**src/rtl/sdpram_stat_ctrl.sv**
```systemverilog
// Read-modify-write controller for a statistics counter table in a simple-dual-port RAM.
// Arbitrates an increment stream against a host read / read-clear port, blocks any
// request whose address still has an op in flight, and gates all issue on RAM init-done.
module sdpram_stat_ctrl #(
   parameter int unsigned CNT_W    = 72,
   parameter int unsigned DEPTH    = 128,
   parameter int unsigned ADDR_W   = $clog2(DEPTH),
   parameter int unsigned INC_W    = 16,
   parameter int unsigned RD_LAT   = 2,
   parameter int unsigned SATURATE = 1
) (
   input  logic              clk,
   input  logic              rst_n,
   input  logic              inc_valid,
   output logic              inc_ready,
   input  logic [ADDR_W-1:0] inc_addr,
   input  logic [INC_W-1:0]  inc_val,
   input  logic              host_req,
   input  logic              host_clr,
   input  logic [ADDR_W-1:0] host_addr,
   output logic              host_ack,
   output logic [CNT_W-1:0]  host_rdata,
   output logic              sat_pulse,
   input  logic              ram_init_done,
   output logic              ram_wea,
   output logic [ADDR_W-1:0] ram_addra,
   output logic [CNT_W-1:0]  ram_dina,
   output logic [ADDR_W-1:0] ram_addrb,
   input  logic [CNT_W-1:0]  ram_doutb
);

   localparam int unsigned PIPE_D = RD_LAT + 1;   // hazard window depth
   localparam int unsigned C_IDX  = RD_LAT - 1;   // stage whose read data is on ram_doutb
   localparam int unsigned SUM_W  = CNT_W + 1;
   localparam bit          SAT_EN = (SATURATE != 0);

   typedef enum logic {INIT_WAIT, RUN} state_e;

   state_e              state_q, state_d;
   logic [PIPE_D-1:0]   vld_q, vld_d;
   logic [ADDR_W-1:0]   addr_q [PIPE_D];
   logic [ADDR_W-1:0]   addr_d [PIPE_D];
   logic [RD_LAT-1:0]   host_q, host_d;
   logic [RD_LAT-1:0]   clr_q, clr_d;
   logic [INC_W-1:0]    val_q [RD_LAT];
   logic [INC_W-1:0]    val_d [RD_LAT];
   logic                pend_q, pend_d;
   logic                last_host_q, last_host_d;
   logic [ADDR_W-1:0]   addrb_q, addrb_d;
   logic                wea_q, wea_d;
   logic [ADDR_W-1:0]   addra_q, addra_d;
   logic [CNT_W-1:0]    dina_q, dina_d;
   logic                sat_q, sat_d;
   logic                ack_q, ack_d;
   logic [CNT_W-1:0]    rdata_q, rdata_d;

   logic                haz_inc, haz_host, run;
   logic                inc_elig, host_elig, grant_inc, grant_host, issue;
   logic [ADDR_W-1:0]   issue_addr;
   logic [SUM_W-1:0]    sum;

   assign host_ack   = ack_q;
   assign host_rdata = rdata_q;
   assign sat_pulse  = sat_q;
   assign ram_wea    = wea_q;
   assign ram_addra  = addra_q;
   assign ram_dina   = dina_q;

   // Hazard check, arbitration, issue pipeline, completion and FSM next state
   always_comb begin
      state_d     = state_q;
      vld_d       = '0;
      host_d      = '0;
      clr_d       = '0;
      for (int unsigned i = 0; i < PIPE_D; i++) addr_d[i] = addr_q[i];
      for (int unsigned i = 0; i < RD_LAT; i++) val_d[i] = val_q[i];
      pend_d      = pend_q;
      last_host_d = last_host_q;
      wea_d       = 1'b0;
      addra_d     = addra_q;
      dina_d      = dina_q;
      sat_d       = 1'b0;
      ack_d       = 1'b0;
      rdata_d     = rdata_q;
      haz_inc     = 1'b0;
      haz_host    = 1'b0;

      for (int unsigned i = 0; i < PIPE_D; i++) begin
         if (vld_q[i] && (addr_q[i] == inc_addr))  haz_inc  = 1'b1;
         if (vld_q[i] && (addr_q[i] == host_addr)) haz_host = 1'b1;
      end

      run        = (state_q == RUN);
      inc_elig   = inc_valid & run & ~haz_inc;
      host_elig  = host_req & ~pend_q & run & ~haz_host;
      grant_inc  = inc_elig & (~host_elig | last_host_q);
      grant_host = host_elig & ~grant_inc;
      issue      = grant_inc | grant_host;
      issue_addr = grant_host ? host_addr : inc_addr;
      inc_ready  = grant_inc;
      ram_addrb  = issue ? issue_addr : addrb_q;
      addrb_d    = ram_addrb;

      if (grant_inc)       last_host_d = 1'b0;
      else if (grant_host) last_host_d = 1'b1;

      // pending stays set through the ack cycle so a held request is not re-issued there
      if (grant_host)  pend_d = 1'b1;
      else if (ack_q)  pend_d = 1'b0;

      vld_d[0]  = issue;
      addr_d[0] = issue_addr;
      host_d[0] = grant_host;
      clr_d[0]  = host_clr;
      val_d[0]  = inc_val;
      for (int unsigned i = 1; i < PIPE_D; i++) begin
         vld_d[i]  = vld_q[i-1];
         addr_d[i] = addr_q[i-1];
      end
      for (int unsigned i = 1; i < RD_LAT; i++) begin
         host_d[i] = host_q[i-1];
         clr_d[i]  = clr_q[i-1];
         val_d[i]  = val_q[i-1];
      end

      sum = SUM_W'(ram_doutb) + SUM_W'(val_q[C_IDX]);
      if (vld_q[C_IDX]) begin
         addra_d = addr_q[C_IDX];
         if (host_q[C_IDX]) begin
            ack_d   = 1'b1;
            rdata_d = ram_doutb;
            if (clr_q[C_IDX]) begin
               wea_d  = 1'b1;
               dina_d = '0;
            end
         end else begin
            wea_d = 1'b1;
            if (SAT_EN && sum[CNT_W]) begin
               dina_d = '1;
               sat_d  = 1'b1;
            end else begin
               dina_d = sum[CNT_W-1:0];
            end
         end
      end

      case (state_q)
         INIT_WAIT: if (ram_init_done)  state_d = RUN;
         RUN:       if (!ram_init_done) state_d = INIT_WAIT;
         default:   state_d = INIT_WAIT;
      endcase
   end

   // State and pipeline registers; reset discards any in-flight op
   always_ff @(posedge clk or negedge rst_n) begin
      if (!rst_n) begin
         state_q     <= INIT_WAIT;
         vld_q       <= '0;
         for (int unsigned i = 0; i < PIPE_D; i++) addr_q[i] <= '0;
         host_q      <= '0;
         clr_q       <= '0;
         for (int unsigned i = 0; i < RD_LAT; i++) val_q[i] <= '0;
         pend_q      <= 1'b0;
         last_host_q <= 1'b1;
         addrb_q     <= '0;
         wea_q       <= 1'b0;
         addra_q     <= '0;
         dina_q      <= '0;
         sat_q       <= 1'b0;
         ack_q       <= 1'b0;
         rdata_q     <= '0;
      end else begin
         state_q     <= state_d;
         vld_q       <= vld_d;
         for (int unsigned i = 0; i < PIPE_D; i++) addr_q[i] <= addr_d[i];
         host_q      <= host_d;
         clr_q       <= clr_d;
         for (int unsigned i = 0; i < RD_LAT; i++) val_q[i] <= val_d[i];
         pend_q      <= pend_d;
         last_host_q <= last_host_d;
         addrb_q     <= addrb_d;
         wea_q       <= wea_d;
         addra_q     <= addra_d;
         dina_q      <= dina_d;
         sat_q       <= sat_d;
         ack_q       <= ack_d;
         rdata_q     <= rdata_d;
      end
   end

endmodule

```
**config.mk**
```make
export PLATFORM = sky130hd
export DESIGN_NAME = sdpram_stat_ctrl
export DESIGN_NICKNAME = d
export VERILOG_FILES = /design/src/rtl/sdpram_stat_ctrl.sv
export SDC_FILE = /design/constraint.sdc
export NUM_CORES = 1
export LEC_CHECK = 0
export BUFFER_PORTS_ARGS = -buffer_cell sky130_fd_sc_hd__buf_2
export CELL_PAD_IN_SITES_DETAIL_PLACEMENT = 0
export CELL_PAD_IN_SITES_GLOBAL_PLACEMENT = 1
export CORE_MARGIN = 2
export CORE_UTILIZATION = 40
export DETAILED_ROUTE_END_ITERATION = 8
export PLACE_DENSITY = 0.86
export SLEW_MARGIN = 25
export SYNTH_ARGS = -nofsm -noshare
export SYNTH_HDL_FRONTEND = slang
export SYNTH_SLANG_ARGS = --single-unit
```
**constraint.sdc**
```tcl
create_clock -name clk -period 3.03 [get_ports clk]
set_input_delay 0 -clock clk [delete_from_list [all_inputs] [get_ports clk]]
set_output_delay 0 -clock clk [all_outputs]
set_load 0.005 [all_outputs]
```
Word level (Yosys, flattened, before mapping) --
Index checks and enable logic that the tools add are counted.
Word-level totals: register bits 224, input bits 108, output and inout bits 162
Operators by class: $add $sub $neg 1, eq/ne operators 7, muxes and demuxes 24, bitwise operators 14, reductions and logical operators 10
Operator list (count):
- 72-bit 2-to-1 mux | 3
- 72-bit by 16-bit adder with 73-bit output | 1
- 7-bit equality test | 6
- 1-bit 2-to-1 mux | 19
- 7-bit 2-to-1 mux | 2
- 1-bit bitwise AND | 7
- 1-bit logical AND | 6
- 1-bit NOT | 5
- 2-bit AND reduction | 2
- 2-bit nonzero test | 2
- 2-bit by 1-bit != test with 1-bit output (second input constant) | 1
- 1-bit bitwise OR | 2

Logic depth before layout (Yosys ltp) --
Gate-level depths: netlist (run 1).
depth in word-level cells 14, mapped depth 11, mapped depth without buffers 9

Least setup slack after synthesis (run 1) --
Ideal clock, no wire load.
path type register -> register, start point reg val_q[0] (netlist bit), end point reg dina_q[14] (netlist: ram_dina[14]), arrival time 2617 ps, data required time 2901 ps, path slack 285 ps, stages on the path, launching flop included 10, cells stage by stage dfrtp_1 ha_1 fa_1 a211o_1 a21oi_1 a211oi_1 o21ai_0 nor3_1 clkbuf_1 a2111o_1
On the way: longest elaborated chain between the ends 3
Ends and longest elaborated chain:
- start: declaration | RTL line 45 | logic [INC_W-1:0] val_q [RD_LAT];
- 72-bit by 16-bit adder with 73-bit output | RTL line 126 | sum = SUM_W'(ram_doutb) + SUM_W'(val_q[C_IDX]);
- 72-bit 2-to-1 mux | RTL line 138 | if (SAT_EN && sum[CNT_W]) begin
- 72-bit 2-to-1 mux | RTL line 129 | if (host_q[C_IDX]) begin
- end signal: assignment | RTL line 184 | dina_q <= dina_d;
- end: declaration | RTL line 52 | logic [CNT_W-1:0] dina_q, dina_d;
Every way passes these cells. A chain may end at the register's enable or synchronous reset.

==> results of run 1 <==
## what timing repair did
action	CTS	global route
hold buffers	108	0
endpoints found under the hold margin	298	0
pin swaps	0	2
endpoints found under the setup margin	5	42
setup buffers	0	2
gates resized for setup	2	7
## sequential cells by signal, indices dropped and copies added (netlist names), 2 cells and up
register    count
host_rdata     72
ram_dina       72
val_d          16
val_q          16
addr_d         14
addr_q          7
addrb_q         7
ram_addra       7
vld_q           3
clr_q           2
host_q          2
## per-layer routing
metal | GRT usage [%] | vias to the layer above | share of wire, %
li1 | - | 4250 | -
met1 | 29.9 | 4440 | 43
met3 | 3.07 | 36 | 5.4
met4 | 5.51 | 0 | 2.1
met5 | 0 | - | 0
met2 | 39.7 | 309 | 50
## power breakdown
part / switching [µW] / leakage (µW) / internal (µW)
Clock: 1190 / 0.000409 / 1830
Combinational: 631 / 0.00357 / 591
Sequential: 148 / 0.00270 / 3240
## worst max-delay path by stage
stage,depth (start not counted),slack [ns],end,startpoint
after floorplan,9,0.28,ram_dina[14],val_q[0]
after global placement,10,-0.01,ram_dina[39],val_q[0]
after detailed placement,10,0.009,ram_dina[47],val_q[0]
after CTS,8,0.03,ram_addrb[2],addr_d[2]
after global routing,11,0.03,ram_dina[47],val_q[1]
final,8,0.15,ram_addrb[2],addr_d[2]
## final cells by class
cell class              instances  area, µm²
well taps                     335        419
multi-input cells             659       4760
repair buffers                419       2810
flip-flops and latches        224       5610
clock buffers                  36        727
inverters                      14       52.6
clock inverters                 8       93.8
fillers                      2244      11600
## worst max-delay path, delay by kind of cell (launching register included)
kind            cells  cell delay, ns
compound gates      1            0.34
xor+xnor            1            0.16
buf+inv             1            0.13
flops               1            0.44
mux                 2            0.66
simple gates        3            0.61
## synthesized netlist by cell type (9+ instances only)
| cell | instances | area, µm² |
|---|---|---|
| a211oi_1 | 12 | 90.1 |
| a21o_1 | 25 | 188 |
| a21oi_1 | 62 | 310 |
| a21oi_2 | 9 | 78.8 |
| and3_1 | 13 | 81.3 |
| clkbuf_1 | 40 | 150 |
| dfrtp_1 | 223 | 5580 |
| ha_1 | 16 | 200 |
| inv_1 | 13 | 48.8 |
| mux2_2 | 89 | 1000 |
| nand2_1 | 62 | 233 |
| nand3_1 | 43 | 215 |
| nand4_1 | 35 | 219 |
| nor2_1 | 39 | 146 |
| nor3_1 | 13 | 65.1 |
| nor4_1 | 11 | 68.8 |
| o21ai_0 | 42 | 210 |
| or3_1 | 9 | 56.3 |
| or4_1 | 9 | 67.6 |
| xnor2_1 | 77 | 674 |
## through the flow
step / instance area, µm² / power (µW)
after floorplan: 10600 / 3930
after global placement: 12500 / 4520
after detailed placement: 12500 / 4540
after CTS: 14400 / 7700
after global routing: 14500 / 7960
final: 14500 / 7630
## cell usage in the layout (no fill, tap or decap), drive strengths merged, types with 3 or more instances in the layout
cell type,Yosys,final
buf,11,311
dfrtp,223,223
dlygate4sd3,0,108
mux2,89,89
xnor2,77,77
a21oi,71,71
nand2,62,62
o21ai,46,46
nand3,43,43
nor2,39,39
nand4,38,38
clkbuf,41,36
a21o,25,25
ha,16,16
inv,14,15
and3,13,13
nor3,13,13
a211oi,12,12
nor4,12,12
or3,9,9
or4,9,9
and2,8,8
a31oi,8,8
o211ai,6,6
xor2,6,6
mux2i,5,5
clkinv,0,5
and4,4,4
a22o,4,4
a2111oi,4,4
o211a,3,3
a31o,3,3
nand2b,3,3
a41oi,3,3
o31ai,3,3
## cells by family (layout without fill, tap and decap cells)
logic type | count (synthesis) | after routing | share of synthesized area (%)
mux | 94 | 94 | 9.94
buf+inv | 66 | 477 | 2.66
xor+xnor | 83 | 83 | 6.87
fa+ha+maj | 17 | 17 | 2.08
compound gates | 207 | 207 | 12.7
simple gates | 258 | 258 | 12.8
flops | 224 | 224 | 52.9
==> metrics.md, run 1 <==
| Metric | Value |
|---|---|
| Outcome | `completed` |
| First-pass GRT wire length | `51200 µm` |
| Initial core utilization | `40.6%` |
| Final Hold Viols | `0` |
| Worst Path Required | `3.03 ns` |
| GPL Wtd Cong | `0.836` |
| Layout cells sized above 1 | `34.6%` |
| Via count | `9035` |
| Vias per cell | `5.33` |
| Yosys reg bits | `224` |
| GRT Residual Overflow | `0` |
| # clock sinks | `224` |
| Ys async rst share | `100%` |
| Top FF cell, synth | `dfrtp_1` |
| MaxCap Viol Count | `0` |
| Max_slew headroom | `49.8%` |
| Number of global-route vias before repair | `9257` |
| DR DRC count | `0` |
| Synthesized instance count | `949` |
| Pre-CTS WS | `0.00906 ns` |
| Longest Clk Path Bufs | `3` |
| Final Max Tran Viols | `0` |
| Setup slack, reg-to-reg | `0.17 ns` |
| CORE AREA | `26100 µm²` |
| Setup ws final | `0.152 ns` |
| CTS tree | `yes` |
| Startpoint Class | `flop` |
| RSZ-0062 raised after global routing | `false` |
| VDD IR max | `416 µV` |
| Num CTS Buffers | `25` |
| Dpl cells | `1541` |
| Io pins | `270` |
| Synth warn | `0` |
| Die W | `167 µm` |
| Max FO, Critical Path | `9` |
| Worst reg2reg startpoint | `val_q[3]` |
| Initial antenna violation count | `0` |
| PortBufs | `269` |
| Layout Skew | `0.00930 ns` |
| Worst-Margin Slew | `0.753 ns` |
| Clock Latency Late Sink | `0.52 ns` |
| Fin crit period | `2.88 ns` |
| Worst Hold Class | `in -> async` |
| Mapped Area | `10600 µm²` |
| Total GRT Usage | `22.7%` |
| Initial DRC Count | `604` |
| R2R Path End | `ram_dina[43]` |
| Cell Rows | `59` |
| Register area share after synthesis | `52.9%` |
| Dpl hpwl | `22300 µm` |
| Final Setup Violations | `0` |
| Crit-path cells | `xnor2_1 -> nand4_1 -> nor2_1 -> nor4_2 -> a21bo_2 -> mux2_2 -> mux2_2 -> buf_2` |
| Number of synthesized flops with an enable pin | `0` |
| Final core occ | `55.5%` |
| Highest Clock Rate | `347 MHz` |
| H-tree levels | `1` |
| Fin crit share | `95.0%` |
| R2R depth | `11` |
| Distinct cell type count after synthesis | `61` |
| Non-filler cells, final | `1695` |
| Worst path max stage delay | `0.44 ns` |
| Setup tns final | `0 ns` |
| Detailed Route WL | `31900 µm` |
| CP max stage cell | `dfrtp_1` |
| Die area | `27800 µm²` |
| Die H | `167 µm` |
| Worst path arrival time | `2.88 ns` |
| Largest net degree at the start of global routing | `77` |
| Worst-path clk slew | `0.06 ns` |
| Root Driver | `clkbuf_16` |
| Nets | `1468` |
| Capturing element type of the critical path | `output pin` |
| Area delta synth->final | `36.7%` |
| N_diodes | `0` |
| Static Leak | `0.00667 µW` |
| Post-route ant nets | `0` |
| WHS | `0.0371 ns` |
| Type of the worst setup path | `reg -> out` |
| Mapped Avg Cell Area | `11.2 µm²` |
| DR WL/cell | `18.8 µm` |
| Drt pass-1 iters | `5` |
| Most common cell on crit path | `mux2_2` |
| PwrDens | `527 nW/µm²` |
| Syn nets | `1074` |
No activity file was read; power rests on OpenSTA's default activity.
==> inputs of run 2 (changes only) <==
- clock period: 3.03 -> 3.71 ns (I/O delays scaled with it)
==> run 2 against run 1 <==
Wire length decreased by 0.28%. Total power decreased by 18%. Via count decreased by 0.95%. Clock power decreased by 16%. Clock-buffer cell count decreased by 2. Combinational power decreased by 20%. Critical path depth unchanged. Non-clock buffer count decreased by 18. Critical path type unchanged. Highest routed layer unchanged.
==> metrics.md, run 2 (synthesized netlist as in run 1, its figures left out) <==
| Metric | Value |
|---|---|
| Outcome | `completed` |
| Most common cell after layout, fill and taps aside | `buf_2` |
| Initial DRC Count | `653 (+8.1%)` |
| PortBufs | `269 (unchanged)` |
| GPL Wtd Cong | `0.857 (+2.5%)` |
| Setup tns final | `0 ns (unchanged)` |
| Final Hold Viols | `0 (unchanged)` |
| Worst-path clk slew | `0.06 ns (about the same)` |
| Sw frac | `26.2% (+0.35 points)` |
| Worst Hold Class | `in -> async` |
| Fin crit period | `3.45 ns` |
| Nets | `1450 (-1.2%)` |
| Fin crit share | `93.0%` |
| Total GRT Usage | `22.7% (-0.050 points)` |
| DR DRC count | `0 (unchanged)` |
| DR WL/cell | `19.0 µm (+0.73%)` |
| Setup slack, reg-to-reg | `0.46 ns (+0.29 ns)` |
| Worst-Margin Slew | `0.847 ns (+0.0933 ns)` |
| Seq. cell area | `5610 µm² (unchanged)` |
| CTS tree | `yes` |
| Startpoint Class | `flop` |
| Worst path arrival time | `3.45 ns (+0.57 ns)` |
| Pwr Total | `6290 µW (-18%)` |
| Worst Path Required | `3.71 ns (+0.68 ns)` |
| Clock Latency Late Sink | `0.54 ns (+0.02 ns)` |
| Dpl hpwl | `22100 µm (-1.1%)` |
| Layout cells sized above 1 | `33.1% (-1.6 points)` |
| Area taken by multi-input logic gates | `4740 µm² (-0.60%)` |
| Longest Clk Path Bufs | `3 (unchanged)` |
| Flop pwr share | `43.9% (-0.5 points)` |
| MaxCap Viol Count | `0 (unchanged)` |
| Die W | `167 µm (unchanged)` |
| Highest Clock Rate | `290 MHz` |
| N_diodes | `0 (unchanged)` |
| Detailed Route WL | `31800 µm (-0.28%)` |
| Via count | `8949 (-0.95%)` |
| # clock sinks | `224 (unchanged)` |
| Cell Area, Placed | `12300 µm² (-1.5%)` |
| Combinational power share | `15.5% (-0.5 points)` |
| Post-route ant nets | `0 (unchanged)` |
| Most frequent cells in the layout | `buf_2 (268), dfrtp_1 (223), dlygate4sd3_1 (114)` |
| PwrDens | `440 nW/µm² (-17%)` |
| Vias per cell | `5.33 (about the same)` |
| Crit path from | `vld_q[1]` |
| Max FO, Critical Path | `14 (+5)` |
| Total net switching power | `1650 µW (-16%)` |
| Fin area | `14300 µm² (-1.1%)` |
| Internal power | `4640 µW (-18%)` |
| Number of global-route vias before repair | `9070 (-2.0%)` |
| Cell Rows | `59 (unchanged)` |
| Die area | `27800 µm² (unchanged)` |
| RSZ-0062 raised after global routing | `false` |
| Part of the power in the clock network | `40.6% (+1.0 points)` |
| R2R depth | `11 (unchanged)` |
| Root Driver | `clkbuf_16` |
| Area delta synth->final | `35.2%` |
| Initial antenna violation count | `0 (unchanged)` |
| GRT Residual Overflow | `0 (unchanged)` |
| First-pass GRT wire length | `50800 µm (-0.83%)` |
| Capturing element type of the critical path | `output pin` |
| Io pins | `270 (unchanged)` |
| Largest net degree at the start of global routing | `107 (+39%)` |
| Final Setup Violations | `0 (unchanged)` |
| Num CTS Buffers | `25 (unchanged)` |
| Static Leak | `0.00655 µW (-1.9%)` |
| Worst reg2reg startpoint | `val_q[1]` |
| Final Max Tran Viols | `0 (unchanged)` |
| Layout Skew | `0.0164 ns (+0.00710 ns)` |
| Type of the worst setup path | `reg -> out` |
| Max_slew headroom | `43.6% (-6.2 points)` |
| R2R Path End | `ram_dina[27]` |
| H-tree levels | `1 (unchanged)` |
| VDD IR max | `406 µV (-2.4%)` |
| Drt pass-1 iters | `5 (unchanged)` |
| CORE AREA | `26100 µm² (unchanged)` |
| Die H | `167 µm (unchanged)` |
| FILL cells | `2209 (-1.6%)` |
| Initial core utilization | `40.6% (unchanged)` |
## run 2: changes by cell type in the layout (fill, tap and decap cells not counted), moves of 2 or more
cell	change
clkbuf_8	-2
clkinvlp_4	+3
buf_12	-2
buf_4	-21
dlygate4sd3_1	+6
## run 2: worst max path at each step
stage	slack [ns]	endpoint	depth (start not counted)
after CTS	0.09	ram_addrb[6]	8
final	0.26	ram_addrb[0]	8
after detailed placement	0.55	ram_dina[14]	9
after global placement	0.59	ram_dina[43]	11
after floorplan	0.96	ram_dina[14]	9
after global routing	0.06	ram_addrb[5]	8
## run 2: metrics by stage
step | utilization [%] | worst slack (ns) | cells | hold slack, ns
6_report | 54.9 | 0.259 | 1678 | 0.0966
5_1_grt | 54.9 | 0.0565 | 1678 | 0.101
4_1_cts | 54.9 | 0.0908 | 1678 | 0.0838
3_5_place_dp | 47.3 | 0.547 | 1519 | 0.110
3_3_place_gp | 47.3 | 0.586 | 1519 | 0.108
2_1_floorplan | - | 0.965 | 949 | -0.296
## run 2: repair_timing
action	CTS	global route
setup buffers	0	0
gates resized for setup	0	1
hold buffers	114	0
endpoints found under the setup margin	0	7
endpoints found under the hold margin	267	0
## run 2: critical path: stages, from the launching register on
cell,delay (ns)
dfrtp_1,0.61
nand4_1,0.17
nor2_1,0.06
nor4_1,0.44
a21bo_2,0.37
mux2_2,0.29
dlygate4sd3_1,0.58
mux2_2,0.29
buf_2,0.13
## run 2: layout make-up
| type | count | area share (%) |
|---|---|---|
| Multi-Input combinational cell | 659 | 33.1 |
| Clock inverter | 11 | 0.988 |
| Clock buffer | 34 | 4.89 |
| Inverter | 14 | 0.367 |
| Tap cell | 335 | 2.93 |
| Sequential cell | 224 | 39.2 |
| Timing Repair Buffer | 401 | 18.6 |
## run 2: power groups by stage
stage / registers (µW) / clock network (µW) / logic [µW]
after floorplan: 2800 / 0 / 414
after global placement: 2790 / 0 / 877
after detailed placement: 2800 / 0 / 893
after CTS: 2760 / 2610 / 983
after global routing: 2780 / 2710 / 1070
final: 2760 / 2550 / 977
## run 2: metal layers
| layer | GRT usage, % | vias to the layer above | share of wire, % |
|---|---|---|---|
| li1 | - | 4221 | - |
| met1 | 31.0 | 4361 | 44 |
| met2 | 38.1 | 314 | 48 |
| met3 | 3.09 | 53 | 5.1 |
| met4 | 6.00 | 0 | 2.6 |
| met5 | 0 | - | 0 |
==> inputs of run 3 (changes only) <==
- SKIP_LAST_GASP: default -> 1
- clock period: 3.71 -> 3.4 ns (I/O delays scaled with it)
==> run 3 against run 2 <==
Wire length rose by 1.3%. Clock skew fell by 0.0077 ns. Total power rose by 8.7%. First-iteration DRC count fell by 28%. Critical path type is now reg -> reg.
==> metrics.md, run 3 (synthesized netlist as in run 1, its figures left out) <==
| Metric | Value |
|---|---|
| Outcome | `completed` |
| N_diodes | `0 (unchanged)` |
| Most common cell on crit path | `a211oi_1` |
| Die area | `27800 µm² (unchanged)` |
| Max_slew headroom | `41.0% (-2.6 points)` |
| Nets | `1460 (+0.69%)` |
| Worst Path Required | `3.87 ns (+0.16 ns)` |
| Largest net degree at the start of global routing | `91 (-15%)` |
| Met3 WL | `1850 µm (+13%)` |
| Flop pwr share | `44.1% (+0.2 points)` |
| PortBufs | `269 (unchanged)` |
| Via count | `9027 (+0.87%)` |
| Initial core utilization | `40.6% (unchanged)` |
| Die H | `167 µm (unchanged)` |
| Cell Rows | `59 (unchanged)` |
| Crit-path cells | `ha_1 -> o211a_1 -> a211oi_1 -> a211oi_1 -> o211ai_1 -> or4_1 -> buf_4 -> a21oi_1 -> a21o_1` |
| Root Driver | `clkbuf_16` |
| Worst path max stage delay | `0.68 ns (+0.07 ns)` |
| Combinational power share | `15.9% (+0.4 points)` |
| Number of global-route vias before repair | `9412 (+3.8%)` |
| Highest Signal Layer | `met4` |
| Setup slack, reg-to-reg | `0.36 ns (-0.10 ns)` |
| Internal power | `5060 µW (+8.9%)` |
| Worst path arrival time | `3.51 ns (+0.06 ns)` |
| Static Leak | `0.00661 µW (+0.92%)` |
| Crit path from | `val_q[7]` |
| Initial antenna violation count | `0 (unchanged)` |
| Worst Hold Class | `in -> async` |
| Vias per cell | `5.34 (+0.21%)` |
| Initial DRC Count | `469 (-28%)` |
| Num CTS Buffers | `25 (unchanged)` |
| Dpl hpwl | `22400 µm (+1.5%)` |
| Part of the power in the clock network | `40.0% (-0.6 points)` |
| Capturing element type of the critical path | `flop` |
| # clock sinks | `224 (unchanged)` |
| WHS | `0.0746 ns (-0.0220 ns)` |
| Type of the worst setup path | `reg -> reg` |
| VDD IR max | `507 µV (+25%)` |
| Worst-Margin Slew | `0.863 ns (+0.0162 ns)` |
| Area delta synth->final | `35.6%` |
| PwrDens | `476 nW/µm² (+8.3%)` |
| CORE AREA | `26100 µm² (unchanged)` |
| DR WL/cell | `19.1 µm (+0.68%)` |
| GRT Residual Overflow | `0 (unchanged)` |
| Most frequent cells in the layout | `buf_2 (268), dfrtp_1 (223), dlygate4sd3_1 (109)` |
| Met2 WL | `15700 µm (+2.9%)` |
| Die W | `167 µm (unchanged)` |
| Clock Latency Late Sink | `0.52 ns (-0.02 ns)` |
| Io pins | `270 (unchanged)` |
| Setup tns final | `0 ns (unchanged)` |
| Fin crit share | `89.4%` |
| Final core occ | `55.1% (+0.20 points)` |
| FILL cells | `2268 (+2.7%)` |
| Detailed Route WL | `32300 µm (+1.3%)` |
| Layout Skew | `0.00868 ns (-0.00771 ns)` |
| Layout cells sized above 1 | `33.8% (+0.77 points)` |
| Worst reg2reg startpoint | `val_q[7]` |
| Worst-path clk slew | `0.06 ns (about the same)` |
| RSZ-0062 raised after global routing | `false` |
| MaxCap Viol Count | `0 (unchanged)` |
| Final Max Tran Viols | `0 (unchanged)` |
| CTS tree | `yes` |
| Total net switching power | `1780 µW (+7.9%)` |
| Worst setup path endpoint | `ram_dina[3]` |
| Final Setup Violations | `0 (unchanged)` |
| Pwr Total | `6840 µW (+8.7%)` |
| Total GRT Usage | `23.0% (+0.33 points)` |
| H-tree levels | `1 (unchanged)` |
| R2R Path End | `ram_dina[3]` |
| Sw frac | `26.0% (-0.18 points)` |
| Post-Route M1 WL | `13500 µm (-3.6%)` |
| Area taken by multi-input logic gates | `4740 µm² (+0.18%)` |
| Max FO, Critical Path | `13 (-1)` |
| Startpoint Class | `flop` |
| GPL Wtd Cong | `0.843 (-1.6%)` |
| Highest Clock Rate | `329 MHz` |
| Final Hold Viols | `0 (unchanged)` |
| Most common cell after layout, fill and taps aside | `buf_2` |
| Seq. cell area | `5610 µm² (unchanged)` |
| Longest Clk Path Bufs | `3 (unchanged)` |
| Drt pass-1 iters | `6 (+1)` |
| CP max stage cell | `or4_1` |
| Post-route ant nets | `0 (unchanged)` |
| R2R depth | `9 (-2)` |
| DR DRC count | `0 (unchanged)` |
| First-pass GRT wire length | `51400 µm (+1.1%)` |
| Fin crit period | `3.04 ns` |
==> run 3: cell types whose count changed in the layout (fill, tap and decap cells not counted), sizes merged <==
cell,change
buf,+15
clkinv,+2
clkinvlp,-1
dlygate4sd3,-5
==> run 3: layout make-up <==
type	instances	area share [%]
repair buffers	411	18.9
well taps	335	2.92
clock buffers	34	4.80
clock inverters	12	1.00
inverters	14	0.366
flip-flops and latches	224	39.0
multi-input cells	659	33.0
==> run 3: worst max-delay path, delay by kind of cell (launching register included) <==
family                     cells  cell delay, ns
DFF                            1            0.36
adders and majority gates      1            0.42
AOI/OAI and AO/OA              6            1.21
buffers and inverters          1            0.29
and+or+nand+nor                1            0.68
==> run 3: power by group through the flow <==
stage                     sequential [µW]  combinational (µW)  clock, µW
after global placement               3050                 972          0
after detailed placement             3060                 991          0
after floorplan                      3050                 452          0
after CTS                            3010                1090       2810
final                                3010                1090       2730
after global routing                 3040                1200       2910
==> run 3: worst min-delay path by stage <==
stage	endpoint	slack, ns	depth (start not counted)	start
after floorplan	addr_d[0]	-0.30	0	rst_n
after global placement	host_rdata[38]	0.07	1	rst_n
after detailed placement	host_rdata[38]	0.06	1	rst_n
after CTS	val_d[5]	0.08	2	inc_val[5]
after global routing	val_d[2]	0.10	2	inc_val[2]
final	host_rdata[38]	0.07	2	rst_n
==> run 3: metrics by stage <==
stage,std cells,area [µm²],setup slack [ns]
after detailed placement,1531,12400,0.217
after floorplan,949,10600,0.655
after global placement,1531,12400,0.0492
after CTS,1686,14300,0.150
after global routing,1689,14400,0.114
final,1689,14400,0.360
==> run 3: per-layer routing <==
metal  up-vias  track usage [%]
li1       4223                -
met1      4411             29.4
met2       316             39.8
met3        77             3.71
met4         0             7.83
met5         -                0
==> run 3: repair_timing <==
| action | 4_1_cts | 5_1_grt |
|---|---|---|
| resized for setup | 0 | 1 |
| setup buffers | 0 | 3 |
| endpoints found under the setup margin | 0 | 11 |
| endpoints found under the hold margin | 250 | 0 |
| hold buffers | 109 | 0 |
